## config.mk

```make
export PLATFORM = sky130hd
export DESIGN_NAME = ds2411_id_check
export DESIGN_NICKNAME = d
export VERILOG_FILES = /design/src/rtl/ds2411_id_check.sv
export SDC_FILE = /design/constraint.sdc
export NUM_CORES = 1
export LEC_CHECK = 0
export ABC_AREA = 1
export BUFFER_PORTS_ARGS = -buffer_cell sky130_fd_sc_hd__buf_2
export CORE_MARGIN = 5
export CORE_UTILIZATION = 40
export CTS_CLUSTER_DIAMETER = 150
export DETAILED_ROUTE_END_ITERATION = 12
export PLACE_DENSITY = 0.6
export REMOVE_ABC_BUFFERS = 1
export SLEW_MARGIN = 10
export SYNTH_ARGS = -nofsm -noshare
export SYNTH_HDL_FRONTEND = slang
export SYNTH_SLANG_ARGS = --single-unit
export TNS_END_PERCENT = 100
```

## constraint.sdc

```tcl
create_clock -name clk -period 4.92 [get_ports clk]
set_clock_uncertainty 0.1 [all_clocks]
set_input_delay 0.738 -clock clk [delete_from_list [all_inputs] [get_ports clk]]
set_output_delay 0.738 -clock clk [all_outputs]
set_load 0.01 [all_outputs]
```

## src/rtl/ds2411_id_check.sv

```systemverilog
// Sequencer/validator behind the DS2411 ROM reader: drives go, retries, CRC-checks and latches the ID.
// Optional family-byte check enabled by defining DS2411_FAMILY_CHECK_EN.
`timescale 1ns/1ps

module ds2411_id_check #(
  parameter int unsigned TIMEOUT_CYCLES = 2_000_000,
  parameter int unsigned MAX_RETRY      = 3,
  parameter int unsigned GO_HOLD_CYCLES = 200,
  parameter logic [7:0]  FAMILY_CODE    = 8'h01
) (
  input  logic        clk,
  input  logic        reset_n,
  input  logic        start,
  output logic        rd_go,
  input  logic        rd_done,
  input  logic        rd_error,
  input  logic [63:0] rd_result,
  output logic        busy,
  output logic        id_valid,
  output logic        crc_err,
  output logic        no_dev,
  output logic [7:0]  family,
  output logic [47:0] serial,
  output logic [3:0]  attempts
);

  localparam int unsigned TMO_W  = 21;
  localparam int unsigned HOLD_W = 16;
  localparam int unsigned BIT_W  = 6;

`ifdef DS2411_FAMILY_CHECK_EN
  localparam bit FAM_CHK = 1'b1;
`else
  localparam bit FAM_CHK = 1'b0;
`endif

  typedef enum logic [2:0] {S_IDLE, S_GO, S_WAIT, S_CRC, S_FAIL, S_PASS} state_t;

  state_t             state;
  logic [TMO_W-1:0]   tmo;
  logic [HOLD_W-1:0]  hold;
  logic [BIT_W-1:0]   bit_idx;
  logic [63:0]        rom;
  logic [7:0]         crc;
  logic               fail_nodev;
  logic               done_m, done_s, done_q;
  logic               err_m, err_s, err_q;
  logic               done_rise, err_rise, crc_fb, fam_bad;

  // Two-flop synchronisers plus one history flop for edge detection
  always_ff @(posedge clk or negedge reset_n) begin
    if (!reset_n) begin
      {done_m, done_s, done_q} <= 3'b000;
      {err_m, err_s, err_q}    <= 3'b000;
    end else begin
      {done_m, done_s, done_q} <= {rd_done, done_m, done_s};
      {err_m, err_s, err_q}    <= {rd_error, err_m, err_s};
    end
  end

  assign done_rise = done_s & ~done_q;
  assign err_rise  = err_s & ~err_q;
  assign crc_fb    = crc[0] ^ rom[bit_idx];
  assign fam_bad   = FAM_CHK && (rom[7:0] != FAMILY_CODE);

  always_ff @(posedge clk or negedge reset_n) begin
    if (!reset_n) begin
      state      <= S_IDLE;
      rd_go      <= 1'b0;
      busy       <= 1'b0;
      id_valid   <= 1'b0;
      crc_err    <= 1'b0;
      no_dev     <= 1'b0;
      family     <= 8'h00;
      serial     <= 48'h0;
      attempts   <= 4'd0;
      tmo        <= '0;
      hold       <= '0;
      bit_idx    <= '0;
      rom        <= 64'h0;
      crc        <= 8'h00;
      fail_nodev <= 1'b0;
    end else begin
      case (state)
        S_IDLE: begin
          if (start) begin
            busy     <= 1'b1;
            id_valid <= 1'b0;
            crc_err  <= 1'b0;
            no_dev   <= 1'b0;
            attempts <= 4'd1;
            rom      <= 64'h0;
            rd_go    <= 1'b1;
            hold     <= '0;
            state    <= S_GO;
          end
        end
        S_GO: begin
          if (hold == HOLD_W'(GO_HOLD_CYCLES - 1)) begin
            rd_go <= 1'b0;
            tmo   <= '0;
            state <= S_WAIT;
          end else begin
            hold <= hold + 1'b1;
          end
        end
        // Error takes priority over a simultaneous done edge
        S_WAIT: begin
          if (tmo != '1) tmo <= tmo + 1'b1;
          if (err_rise || tmo == TMO_W'(TIMEOUT_CYCLES - 1)) begin
            fail_nodev <= 1'b1;
            state      <= S_FAIL;
          end else if (done_rise) begin
            rom     <= rd_result;
            crc     <= 8'h00;
            bit_idx <= '0;
            state   <= S_CRC;
          end
        end
        S_CRC: begin
          if (bit_idx != BIT_W'(56)) begin
            crc     <= {1'b0, crc[7:1]} ^ (crc_fb ? 8'h8C : 8'h00);
            bit_idx <= bit_idx + 1'b1;
          end else if (rom == 64'h0) begin
            fail_nodev <= 1'b1;
            state      <= S_FAIL;
          end else if (crc != rom[63:56] || fam_bad) begin
            fail_nodev <= 1'b0;
            state      <= S_FAIL;
          end else begin
            state <= S_PASS;
          end
        end
        S_FAIL: begin
          if ({1'b0, attempts} <= 5'(MAX_RETRY)) begin
            attempts <= attempts + 1'b1;
            rd_go    <= 1'b1;
            hold     <= '0;
            state    <= S_GO;
          end else begin
            busy    <= 1'b0;
            no_dev  <= fail_nodev;
            crc_err <= ~fail_nodev;
            family  <= rom[7:0];
            serial  <= rom[55:8];
            state   <= S_IDLE;
          end
        end
        S_PASS: begin
          busy     <= 1'b0;
          id_valid <= 1'b1;
          family   <= rom[7:0];
          serial   <= rom[55:8];
          state    <= S_IDLE;
        end
        default: state <= S_IDLE;
      endcase
    end
  end

endmodule

```

==> Yosys cells after proc, flatten, opt, wreduce, memory -nomap -nowiden <==
Cells that the tools add are included.
{ "word_totals": {"register_bits": 190, "latch_bits": 0, "mem_bits_rw": 0, "romBits": 0, "inputBits": 69, "elab_cells": 135, "mem_count": 0} }
{ "op_classes": {"add_sub_neg": 4, "mul": 0, "n_div": 0, "magnitude_cmp": 2, "n_eq_ne": 23, "shift": 0, "mux": 55, "bitwise": 7, "n_reduce_logical": 23} }
{ "op_table": {"columns": ["op", "count"], "rows": [
  ["$mux 64", 3],
  ["$pmux 64 s2", 1],
  ["$pmux 48 s2", 1],
  ["$logic_not 64->1", 1],
  ["$mux 16", 3],
  ["$mux 48", 1],
  ["$pmux 16 s3", 1],
  ["$mux 21", 2],
  ["$pmux 21 s2", 1],
  ["$mux 8", 5],
  ["$pmux 8 s2", 2],
  ["$reduce_and 4->1", 6],
  ["$ne 2x2->1 const B", 11],
  ["$add 21x1->21 const B", 1],
  ["$eq 21x21->1 const B", 1],
  ["$ne 21x21->1 const B", 1],
  ["$mux 6", 3],
  ["$add 16x1->16 const B", 1],
  ["$eq 16x8->1 const B", 1],
  ["$mux 1", 15],
  ["$mux 3", 5],
  ["$pmux 3 s5", 1],
  ["$pmux 6 s2", 1],
  ["$reduce_and 3->1", 4],
  ["24 further kinds", 42]
]} }

==> Logic depth before layout (Yosys ltp) <==
Gate-level depths: netlist (run 1).
{ "depth": {"word_depth": 7, "ltp_mapped": 14, "ltp_nobuf": 13} }

==> Worst setup path before layout (run 1) <==
Ideal clock, no wire load.
{ "synth_path": {"path_type": "reg2reg", "startpoint": "register bit_idx[1]", "endpoint": "register bit_idx[0]", "arrival_ps": 1814, "path_slack_ps": 2929, "stages_incl_launch_ff": 12, "n_path_buf": 3, "synth_period_minus_slack_ps": 1991, "cell_sequence": "dfrtp_1 -> buf_2 -> inv_2 -> buf_2 -> ha_1 -> nand3_1 -> nor2_1 -> nor2_4 -> o211ai_4 -> inv_2 -> buf_4 -> a21oi_1"} }
{ "synth_via": {"elab_chain_cells": 3} }
{ "synth_lines": {"columns": ["item", "line", "source"], "rows": [
  ["start: declaration", "42", "logic [BIT_W-1:0] bit_idx;"],
  ["start signal: assignment", "123", "bit_idx <= bit_idx + 1'b1;"],
  ["$ne 6x6->1", "121", "if (bit_idx != BIT_W'(56)) begin"],
  ["$ne 2x2->1 (no line)", null, null],
  ["$reduce_and 4->1 (no line)", null, null]
]} }
No other way between the ends.
A chain may end at the register's enable or synchronous reset.

==> Worst setup path after layout (run 1) <==
{ "layout_path": {"startpoint": "register bit_idx[1]", "endpoint": "register bit_idx[3]"} }
{ "layout_via": {"elab_chain_cells": 3} }
{ "layout_lines": {"columns": ["item", "line"], "rows": [
  ["$add 6x1->6 or $ne 6x6->1 (tied branches)", "123, 121"],
  ["$mux 6 or $ne 2x2->1 (tied branches)", null],
  ["$pmux 6 s2 or $reduce_and 4->1 (tied branches)", null]
]} }
Parallel ways exist; a longest one is shown, timed or not. The select of a mux whose other input is x is not followed.

==> tab_implementation.tex, run 1 <==
\begin{tabular}{lr}
\hline
Metric & Value \\
\hline
\multicolumn{2}{l}{\textbf{Clock tree}} \\
\quad Number of CTS-inserted buffers & 17 \\
\quad Hold buffers post-CTS & 0 \\
\quad Worst-case clock buffer depth & 2 \\
\quad Resized Gates After CTS & 0 \\
\quad Post-CTS setup repair buffer count & 0 \\
\quad Clock H-tree levels & 4 \\
\quad Clk Tree Root Cell & sky130\_fd\_sc\_hd\_\_clkbuf\_16 \\
\quad Clock transition at path regs & 0.08 ns \\
\quad Clock tree from TritonCTS & built \\
\quad Latest clock arrival within the worst-skew pair & 0.44 ns \\
\quad Num Clock Sinks & 190 \\
\multicolumn{2}{l}{\textbf{Detailed routing}} \\
\quad Initial DRC Count & 606 \\
\quad Total vias in the final route & 7841 \\
\quad Post-detailed-route DRC marker count & 0 \\
\quad Number of detailed-route iterations in the first pass & 4 \\
\quad Average wire length per cell after detail routing & approximately 15 um \\
\quad Sum of routed wire length over all layers & 23.8 mm \\
\quad Number of routed nets with antenna violations & 0 \\
\quad Vias per std cell & 4.95 \\
\multicolumn{2}{l}{\textbf{Synthesis}} \\
\quad Area fraction of the dominant cell type after synthesis & 50.6\% \\
\quad Async set-or-reset flop fraction in the synthesized netlist & 100\% \\
\quad Gate Count Post-Synth & 1143 \\
\quad Sequential share of the synthesized area & about half \\
\quad Synth top area cells & sky130\_fd\_sc\_hd\_\_dfrtp\_1 51\%, sky130\_fd\_sc\_hd\_\_nand2\_1 11\%, sky130\_fd\_sc\_hd\_\_inv\_1 4.5\% \\
\quad Most used flip-flop cell after synthesis & sky130\_fd\_sc\_hd\_\_dfrtp\_1 \\
\quad Netlist Area Pre-Place & approximately 9400 um2 \\
\quad Synth warnings & 0 \\
\quad Number of register bits inferred by synthesis & 190 \\
\quad Most repeated cell in the gate-level netlist after synthesis & sky130\_fd\_sc\_hd\_\_nand2\_1 \\
\quad Distinct cell type count of the synthesized netlist & 42 \\
\quad Commonest cells post-synth & 271 x sky130\_fd\_sc\_hd\_\_nand2\_1, 190 x sky130\_fd\_sc\_hd\_\_dfrtp\_1, 113 x sky130\_fd\_sc\_hd\_\_inv\_1, 99 x sky130\_fd\_sc\_hd\_\_nor2\_1, 83 x sky130\_fd\_sc\_hd\_\_nand3\_1 \\
\quad Largest area contributor in the netlist & sky130\_fd\_sc\_hd\_\_dfrtp\_1 \\
\quad Number of flops mapped to enable cells by yosys & 0 \\
\quad Average size of a mapped cell & 8.23 um2 \\
\multicolumn{2}{l}{\textbf{Worst hold path}} \\
\quad Terminating pin of the worst hold path & err\_s\$\_DFF\_PN0\_ \\
\quad Worst Hold Class & flip-flop to flip-flop \\
\quad Hold path start & err\_m\$\_DFF\_PN0\_ \\
\quad Number of cells traversed by the worst hold path & 0 \\
\multicolumn{2}{l}{\textbf{Global routing}} \\
\quad Congestion Overflow GR & 0 \\
\quad Top Usage Layer GRT & met2 \\
\quad Via count of the first global-routing pass & 7950 \\
\quad Global routing usage on met1 & 25.6\% \\
\quad Number of antenna violations at the first check in global routing & 0 \\
\quad Global routing usage summed across all routing layers & 18.4\% \\
\quad Grt met3 use & under 10\% \\
\quad Global-route wire length before repair & approximately 40 mm \\
\quad Pin count of the biggest net entering global routing & just under 100 \\
\quad Global routing usage on met2 & 29.5\% \\
\multicolumn{2}{l}{\textbf{Floorplan}} \\
\quad Initial cell density of the core & 40.3\% \\
\quad Chip height & 163 um \\
\quad Top Ports & 134 \\
\quad DIE AREA & 26700 um2 \\
\quad Std cell rows & 56 \\
\quad Width of the chip & 163 um \\
\quad Core Box Area & 23300 um2 \\
\multicolumn{2}{l}{\textbf{Timing}} \\
\quad Crit share post-route & 53.8\% \\
\quad Max Clk Rate & 378 MHz \\
\quad Unrepaired setup endpoints after global routing & false \\
\quad Final setup violation count & 0 \\
\quad Pins Over Slew Limit & 0 \\
\quad Worst slew margin & 42.8\% \\
\quad Slew at the pin closest to its max-slew limit & between 0.8 and 0.9 ns \\
\quad Final sum of negative setup slack & 0 ns \\
\quad Hold violation count in the final report & 0 \\
\quad Min cycle time layout & between 2 and 3 ns \\
\multicolumn{2}{l}{\textbf{Pwr}} \\
\quad Flop pwr share & 50.2\% \\
\quad Portion of total power attributed to the clock network & 47.8\% \\
\quad Static leakage & 5.21 nW \\
\quad Reported net switching power & 809 uW \\
\quad Design internal power & 2.31 mW \\
\quad Switching share of total power & 26.0\% \\
\quad Relative contribution of combinational cells to total power & 2.0\% \\
\quad Highest ir drop seen on vdd & 0.000250 V \\
\quad Power density cells & 286 nW/um2 \\
\multicolumn{2}{l}{\textbf{Finish}} \\
\quad Number of nets at the end of the flow & 1327 \\
\quad FILL cells & 2306 \\
\quad N\_diodes & 0 \\
\quad Area added between synthesis and finish & 15.7\% \\
\quad Proportion of layout cells with a drive suffix above 1 & $\sim$18\% \\
\quad Final core utilization & approximately 47\% \\
\multicolumn{2}{l}{\textbf{Placed design}} \\
\quad Input/output buffers & 133 \\
\quad RD Place Congestion & just under 0.9 \\
\quad HPWL reported at the end of detailed placement & 16.7 mm \\
\multicolumn{2}{l}{\textbf{Worst setup path}} \\
\quad Critical path type & flip-flop to flip-flop \\
\quad Cells on worst reg2reg path & 9 \\
\quad Signal arrival time at the worst endpoint & around 2.9 ns \\
\quad R2R setup slack & 2.27 ns \\
\quad Required time of the critical path & 5.18 ns \\
\quad Kind of end point of the critical path & flip-flop \\
\quad Startpoint of the worst register-to-register path & bit\_idx[1]\$\_DFFE\_PN0P\_ \\
\quad Worst-path fanout max & 20 \\
\quad CP startpoint & bit\_idx[1]\$\_DFFE\_PN0P\_ \\
\quad Startpoint type of the worst setup path & flip-flop \\
\quad R2R Path End & bit\_idx[3]\$\_DFFE\_PN0P\_ \\
\multicolumn{2}{l}{\textbf{Flow run}} \\
\quad Max-capacitance violation count & 0 \\
\multicolumn{2}{l}{\textbf{Outcome}} \\
\quad Outcome & finished, final reports clean \\
\hline
\end{tabular}
==> registers in the layout, indices dropped and copies added (netlist names), 3 cells and up <==
register	count
rom	64
serial	48
tmo	21
hold	16
crc	8
family	8
bit_idx	6
attempts	4
state	3
==> cells by family after synthesis <==
family	after synthesis	synth area share (%)
AOI/OAI and AO/OA	188	11.0
xor gates and xnor gates	27	2.51
adders and majority gates	5	0.665
buffers and inverters	178	8.45
DFF	190	50.6
muxes	10	1.20
and+or+nand+nor	545	25.7
==> placed cells by master (no fill, tap or decap), drive strengths merged <==
master,synthesis,final
xor2,18,18
xnor2,9,9
o211ai,5,5
nand2,278,278
nand4,24,24
o32ai,1,1
o2111ai,1,1
a21oi,72,72
o21ai,88,88
nor4,12,12
inv,130,142
mux2,10,10
clkinvlp,0,1
o31ai,4,4
nand3,84,84
o22ai,15,15
nor3,37,37
dfrtp,190,190
a22o,1,1
clkbuf,8,18
nor2,107,107
or2,1,1
nand3b,1,1
ha,5,5
o21a,1,1
buf,40,138
clkinv,0,2
nor3b,1,1
==> per-layer routing <==
metal | vias to the layer above | routed length, um
li1 | 3956 | -
met1 | 3680 | 11200
met2 | 178 | 11100
met3 | 27 | 1050
met4 | 0 | 488
met5 | - | 0
==> through the flow <==
stage          std cells  setup slack, ns  power [mW]  hold slack (ns)  cell area [um2]
6_report            1585             2.27        3.12            0.253            10900
5_1_grt             1585             2.11        3.22            0.259            10900
4_1_cts             1585             2.29        3.16            0.255            10900
3_5_place_dp        1553             2.31        1.66            0.236            10200
3_3_place_gp        1553             2.40        1.66            0.238            10200
2_1_floorplan       1095            0.732        1.60            0.231             9100
==> how the worst max path moves through the flow <==
stage,endpoint,depth (start not counted)
2_1_floorplan,rom[0]$_DFFE_PN0P_,6
3_3_place_gp,rom[42]$_DFFE_PN0P_,8
3_5_place_dp,bit_idx[3]$_DFFE_PN0P_,9
4_1_cts,bit_idx[3]$_DFFE_PN0P_,9
5_1_grt,rom[17]$_DFFE_PN0P_,8
6_report,bit_idx[3]$_DFFE_PN0P_,9
==> worst max-delay path: stages (launching register included) <==
cell,delay [ns]
sky130_fd_sc_hd__dfrtp_1,0.87
sky130_fd_sc_hd__inv_2,0.34
sky130_fd_sc_hd__ha_1,0.29
sky130_fd_sc_hd__nand3_1,0.07
sky130_fd_sc_hd__nor2_1,0.06
sky130_fd_sc_hd__nor2_4,0.27
sky130_fd_sc_hd__o211ai_4,0.14
sky130_fd_sc_hd__inv_2,0.22
sky130_fd_sc_hd__nand4_1,0.10
sky130_fd_sc_hd__o21ai_1,0.09
==> area by class of cell <==
class / instances / area [um2] / area share (%)
Clock buffer: 17 / 425 / 3.91
Clock inverter: 15 / 211 / 1.94
Inverter: 130 / 490 / 4.51
Multi-Input combinational cell: 775 / 3870 / 35.6
Sequential cell: 190 / 4750 / 43.7
Tap cell: 319 / 399 / 3.67
Timing Repair Buffer: 139 / 732 / 6.72
==> power by group through the flow <==
| stage | combinational (mW) | clock [mW] | sequential, mW |
|---|---|---|---|
| 2_1_floorplan | 0.00131 | 0 | 1.59 |
| 3_3_place_gp | 0.0681 | 0 | 1.60 |
| 3_5_place_dp | 0.0672 | 0 | 1.59 |
| 4_1_cts | 0.0673 | 1.53 | 1.56 |
| 5_1_grt | 0.0742 | 1.59 | 1.56 |
| 6_report | 0.0636 | 1.49 | 1.56 |
Note: power is estimated with default switching activity, not from simulation.
==> run 2: changes to the inputs <==
==> constraint.sdc (replaced) <==
create_clock -name clk -period 2.8 [get_ports clk]
set_clock_uncertainty 0.1 [all_clocks]
set_input_delay 0.42 -clock clk [delete_from_list [all_inputs] [get_ports clk]]
set_output_delay 0.42 -clock clk [all_outputs]
set_load 0.01 [all_outputs]
==> run 2 against run 1 <==
Against the previous run:
- flip-flop and latch count unchanged
- hold slack worse by 0.14 ns
- cell area up 1.1%
- combinational power up 92%
- setup slack worse by 1.8 ns
- fmax up 14%
- die area unchanged
- critical path depth down 2
==> tab_implementation.tex, run 2 (synthesis gave the netlist of run 1 again) <==
\begin{tabular}{lr}
\hline
Metric & Value \\
\hline
\multicolumn{2}{l}{\textbf{Worst setup path}} \\
\quad Cell type with the highest occurrence count on the critical path & sky130\_fd\_sc\_hd\_\_buf\_4 \\
\quad Max stage delay cell, worst path & sky130\_fd\_sc\_hd\_\_dfrtp\_1 \\
\quad Required time of the critical path & 3.06 ns (-2.12 ns) \\
\quad R2R setup slack & 0.48 ns (-1.80 ns) \\
\quad Signal arrival time at the worst endpoint & 2.58 ns (-0.32 ns) \\
\quad CP max stage delay & 0.49 ns (-0.38 ns) \\
\quad Critical path type & flip-flop to flip-flop \\
\quad R2R Path End & rom[32]\$\_DFFE\_PN0P\_ \\
\quad Worst-path cell chain & nor2\_4 > nand2\_4 > inv\_2 > buf\_4 > buf\_4 > nand2\_1 > o21ai\_1 \\
\quad Worst-path fanout max & 46 (+130\%) \\
\quad Startpoint of the worst register-to-register path & state[2]\$\_DFFE\_PN0P\_ \\
\quad Kind of end point of the critical path & flip-flop \\
\quad Startpoint type of the worst setup path & flip-flop \\
\quad Cells on worst reg2reg path & 7 (-2) \\
\multicolumn{2}{l}{\textbf{Worst hold path}} \\
\quad Worst Hold Class & input port to flip-flop \\
\quad Number of cells traversed by the worst hold path & 3 (+3) \\
\quad Terminating pin of the worst hold path & rom[0]\$\_DFFE\_PN0P\_ \\
\quad Hold path start & rd\_result[0] \\
\multicolumn{2}{l}{\textbf{Clock tree}} \\
\quad Resized Gates After CTS & 0 (unchanged) \\
\quad Clock H-tree levels & 4 (unchanged) \\
\quad Clk Tree Root Cell & sky130\_fd\_sc\_hd\_\_clkbuf\_16 \\
\quad Number of CTS-inserted buffers & 17 (unchanged) \\
\quad Worst-case clock buffer depth & 2 (unchanged) \\
\quad Num Clock Sinks & 190 (unchanged) \\
\quad Clock transition at path regs & 0.09 ns (about the same) \\
\quad Latest clock arrival within the worst-skew pair & 0.44 ns (about the same) \\
\quad Clock tree from TritonCTS & built \\
\quad Post-CTS setup repair buffer count & 0 (unchanged) \\
\multicolumn{2}{l}{\textbf{Detailed routing}} \\
\quad Vias per std cell & 5.00 (+1.1\%) \\
\quad Average wire length per cell after detail routing & 15.4 um (+2.5\%) \\
\quad Sum of routed wire length over all layers & 24.5 mm (+3.1\%) \\
\quad Initial DRC Count & 496 (-18\%) \\
\quad Number of detailed-route iterations in the first pass & 5 (+1) \\
\quad Post-detailed-route DRC marker count & 0 (unchanged) \\
\quad Number of routed nets with antenna violations & 0 (unchanged) \\
\quad Total vias in the final route & 7976 (+1.7\%) \\
\multicolumn{2}{l}{\textbf{Timing}} \\
\quad Pins Over Slew Limit & 0 (unchanged) \\
\quad Min cycle time layout & 2.32 ns (-0.324 ns) \\
\quad PnR worst setup slack & 0.476 ns (-1.80 ns) \\
\quad Final sum of negative setup slack & 0 ns (unchanged) \\
\quad Final setup violation count & 0 (unchanged) \\
\quad Hold violation count in the final report & 0 (unchanged) \\
\quad Slew at the pin closest to its max-slew limit & 0.605 ns (-0.253 ns) \\
\quad Crit share post-route & 83.0\% (+29 points) \\
\quad Unrepaired setup endpoints after global routing & false \\
\quad Max Clk Rate & 430 MHz (+14\%) \\
\quad Worst slew margin & 59.7\% (+17 points) \\
\multicolumn{2}{l}{\textbf{Global routing}} \\
\quad Pin count of the biggest net entering global routing & 129 (+33\%) \\
\quad Congestion Overflow GR & 0 (unchanged) \\
\quad Global-route wire length before repair & 40.5 mm (+1.1\%) \\
\quad Top Usage Layer GRT & met2 \\
\quad Grt met3 use & 3.31\% (-0.45 points) \\
\quad Via count of the first global-routing pass & 7988 (+0.48\%) \\
\quad Global routing usage on met2 & 30.8\% (+1.3 points) \\
\quad Global routing usage summed across all routing layers & 18.9\% (+0.45 points) \\
\quad Global routing usage on met1 & 26.1\% (+0.48 points) \\
\quad Number of antenna violations at the first check in global routing & 0 (unchanged) \\
\multicolumn{2}{l}{\textbf{Placed design}} \\
\quad Input/output buffers & 133 (unchanged) \\
\quad Worst setup slack after placement & 0.504 ns (-1.80 ns) \\
\quad HPWL reported at the end of detailed placement & 17.2 mm (+3.1\%) \\
\quad RD Place Congestion & 0.873 (-1.6\%) \\
\quad Total placed cells including tap cells & 1559 (+0.39\%) \\
\multicolumn{2}{l}{\textbf{Finish}} \\
\quad Area added between synthesis and finish & 17.1\% \\
\quad FILL cells & 2298 (-0.35\%) \\
\quad Number of nets at the end of the flow & 1336 (+0.68\%) \\
\quad Most common cell after layout, fill and taps aside & sky130\_fd\_sc\_hd\_\_nand2\_1 \\
\quad Largest registers & rom x64, serial x48, tmo x21 \\
\quad Flip-flop count of the largest register after layout & 64 (unchanged) \\
\quad Area occupied by registers & 4750 um2 (unchanged) \\
\quad N\_diodes & 0 (unchanged) \\
\quad Register with the most flip-flops & rom \\
\quad Final Instance Count excl. Fillers & 1594 (+0.57\%) \\
\quad Most frequent cells in the layout & 271 x sky130\_fd\_sc\_hd\_\_nand2\_1, 190 x sky130\_fd\_sc\_hd\_\_dfrtp\_1, 132 x sky130\_fd\_sc\_hd\_\_buf\_2, 113 x sky130\_fd\_sc\_hd\_\_inv\_1, 99 x sky130\_fd\_sc\_hd\_\_nor2\_1 \\
\quad Area of the multi-input gates & 3870 um2 (unchanged) \\
\quad Proportion of layout cells with a drive suffix above 1 & 18.0\% (+0.35 points) \\
\multicolumn{2}{l}{\textbf{Pwr}} \\
\quad Highest ir drop seen on vdd & 0.000297 V (+18\%) \\
\quad Static leakage & 5.28 nW (+1.3\%) \\
\quad Power density cells & 501 nW/um2 (+75\%) \\
\multicolumn{2}{l}{\textbf{Floorplan}} \\
\quad Core Box Area & 23300 um2 (unchanged) \\
\quad Top Ports & 134 (unchanged) \\
\quad DIE AREA & 26700 um2 (unchanged) \\
\quad Initial cell density of the core & 40.3\% (unchanged) \\
\quad Width of the chip & 163 um (unchanged) \\
\quad Chip height & 163 um (unchanged) \\
\quad Std cell rows & 56 (unchanged) \\
\multicolumn{2}{l}{\textbf{Outcome}} \\
\quad Outcome & finished, final reports clean \\
\multicolumn{2}{l}{\textbf{Flow run}} \\
\quad Max-capacitance violation count & 0 (unchanged) \\
\hline
\end{tabular}
==> run 2: worst max-delay path, delay by kind of cell, from the launching register on <==
family,cells,cell delay [ns]
buffers and inverters,3,1.03
AND/OR/NAND/NOR,3,0.45
AO/OA/AOI/OAI,1,0.16
flip-flops,1,0.49
==> run 2: how the worst max path moves through the flow <==
| stage | startpoint | endpoint | slack, ns | depth (start not counted) |
|---|---|---|---|---|
| 2_1_floorplan | state[2]$_DFFE_PN0P_ | rom[0]$_DFFE_PN0P_ | -1.39 | 6 |
| 3_5_place_dp | state[2]$_DFFE_PN0P_ | rom[32]$_DFFE_PN0P_ | 0.50 | 7 |
| 6_report | state[2]$_DFFE_PN0P_ | rom[32]$_DFFE_PN0P_ | 0.48 | 7 |
| 5_1_grt | tmo[1]$_DFFE_PN0P_ | rom[39]$_DFFE_PN0P_ | 0.26 | 12 |
| 4_1_cts | state[2]$_DFFE_PN0P_ | rom[32]$_DFFE_PN0P_ | 0.48 | 7 |
| 3_3_place_gp | state[1]$_DFFE_PN0P_ | serial[23]$_DFFE_PN0P_ | 0.55 | 10 |
==> run 2: area by class of cell <==
class,instances,share of cell area [%]
Inverter,130,4.46
Sequential cell,190,43.2
Tap cell,319,3.63
Multi-Input combinational cell,775,35.2
Clock buffer,17,3.86
Clock inverter,15,2.03
Timing Repair Buffer,148,7.67
==> run 2: timing repair <==
action | in CTS | in global routing
setup endpoints to repair | 0 | 0
endpoints found under the hold margin | 68 | 0
hold buffers | 3 | 0
==> run 2: through the flow <==
| stage | area, um2 | hold WS [ns] | utilization [%] | power (mW) |
|---|---|---|---|---|
| floorplan | 9100 | 0.0244 | - | 2.80 |
| global placement | 10300 | 0.238 | 44.3 | 2.93 |
| detailed placement | 10300 | 0.236 | 44.3 | 2.93 |
| CTS | 11000 | 0.0860 | 47.2 | 5.58 |
| global route | 11000 | 0.102 | 47.2 | 5.69 |
| finish | 11000 | 0.112 | 47.2 | 5.51 |
==> run 2: per-layer routing <==
metal,vias to the layer above,routed length (um)
li1,3986,-
met1,3775,11300
met2,194,11600
met3,21,1190
met4,0,362
met5,-,0
==> run 2: where the power goes <==
group,total [mW],internal [mW],switching (mW)
clock,2.64,1.34,1.30
combinational,0.122,0.0434,0.0783
sequential,2.75,2.75,0.00238
total,5.51,4.13,1.38
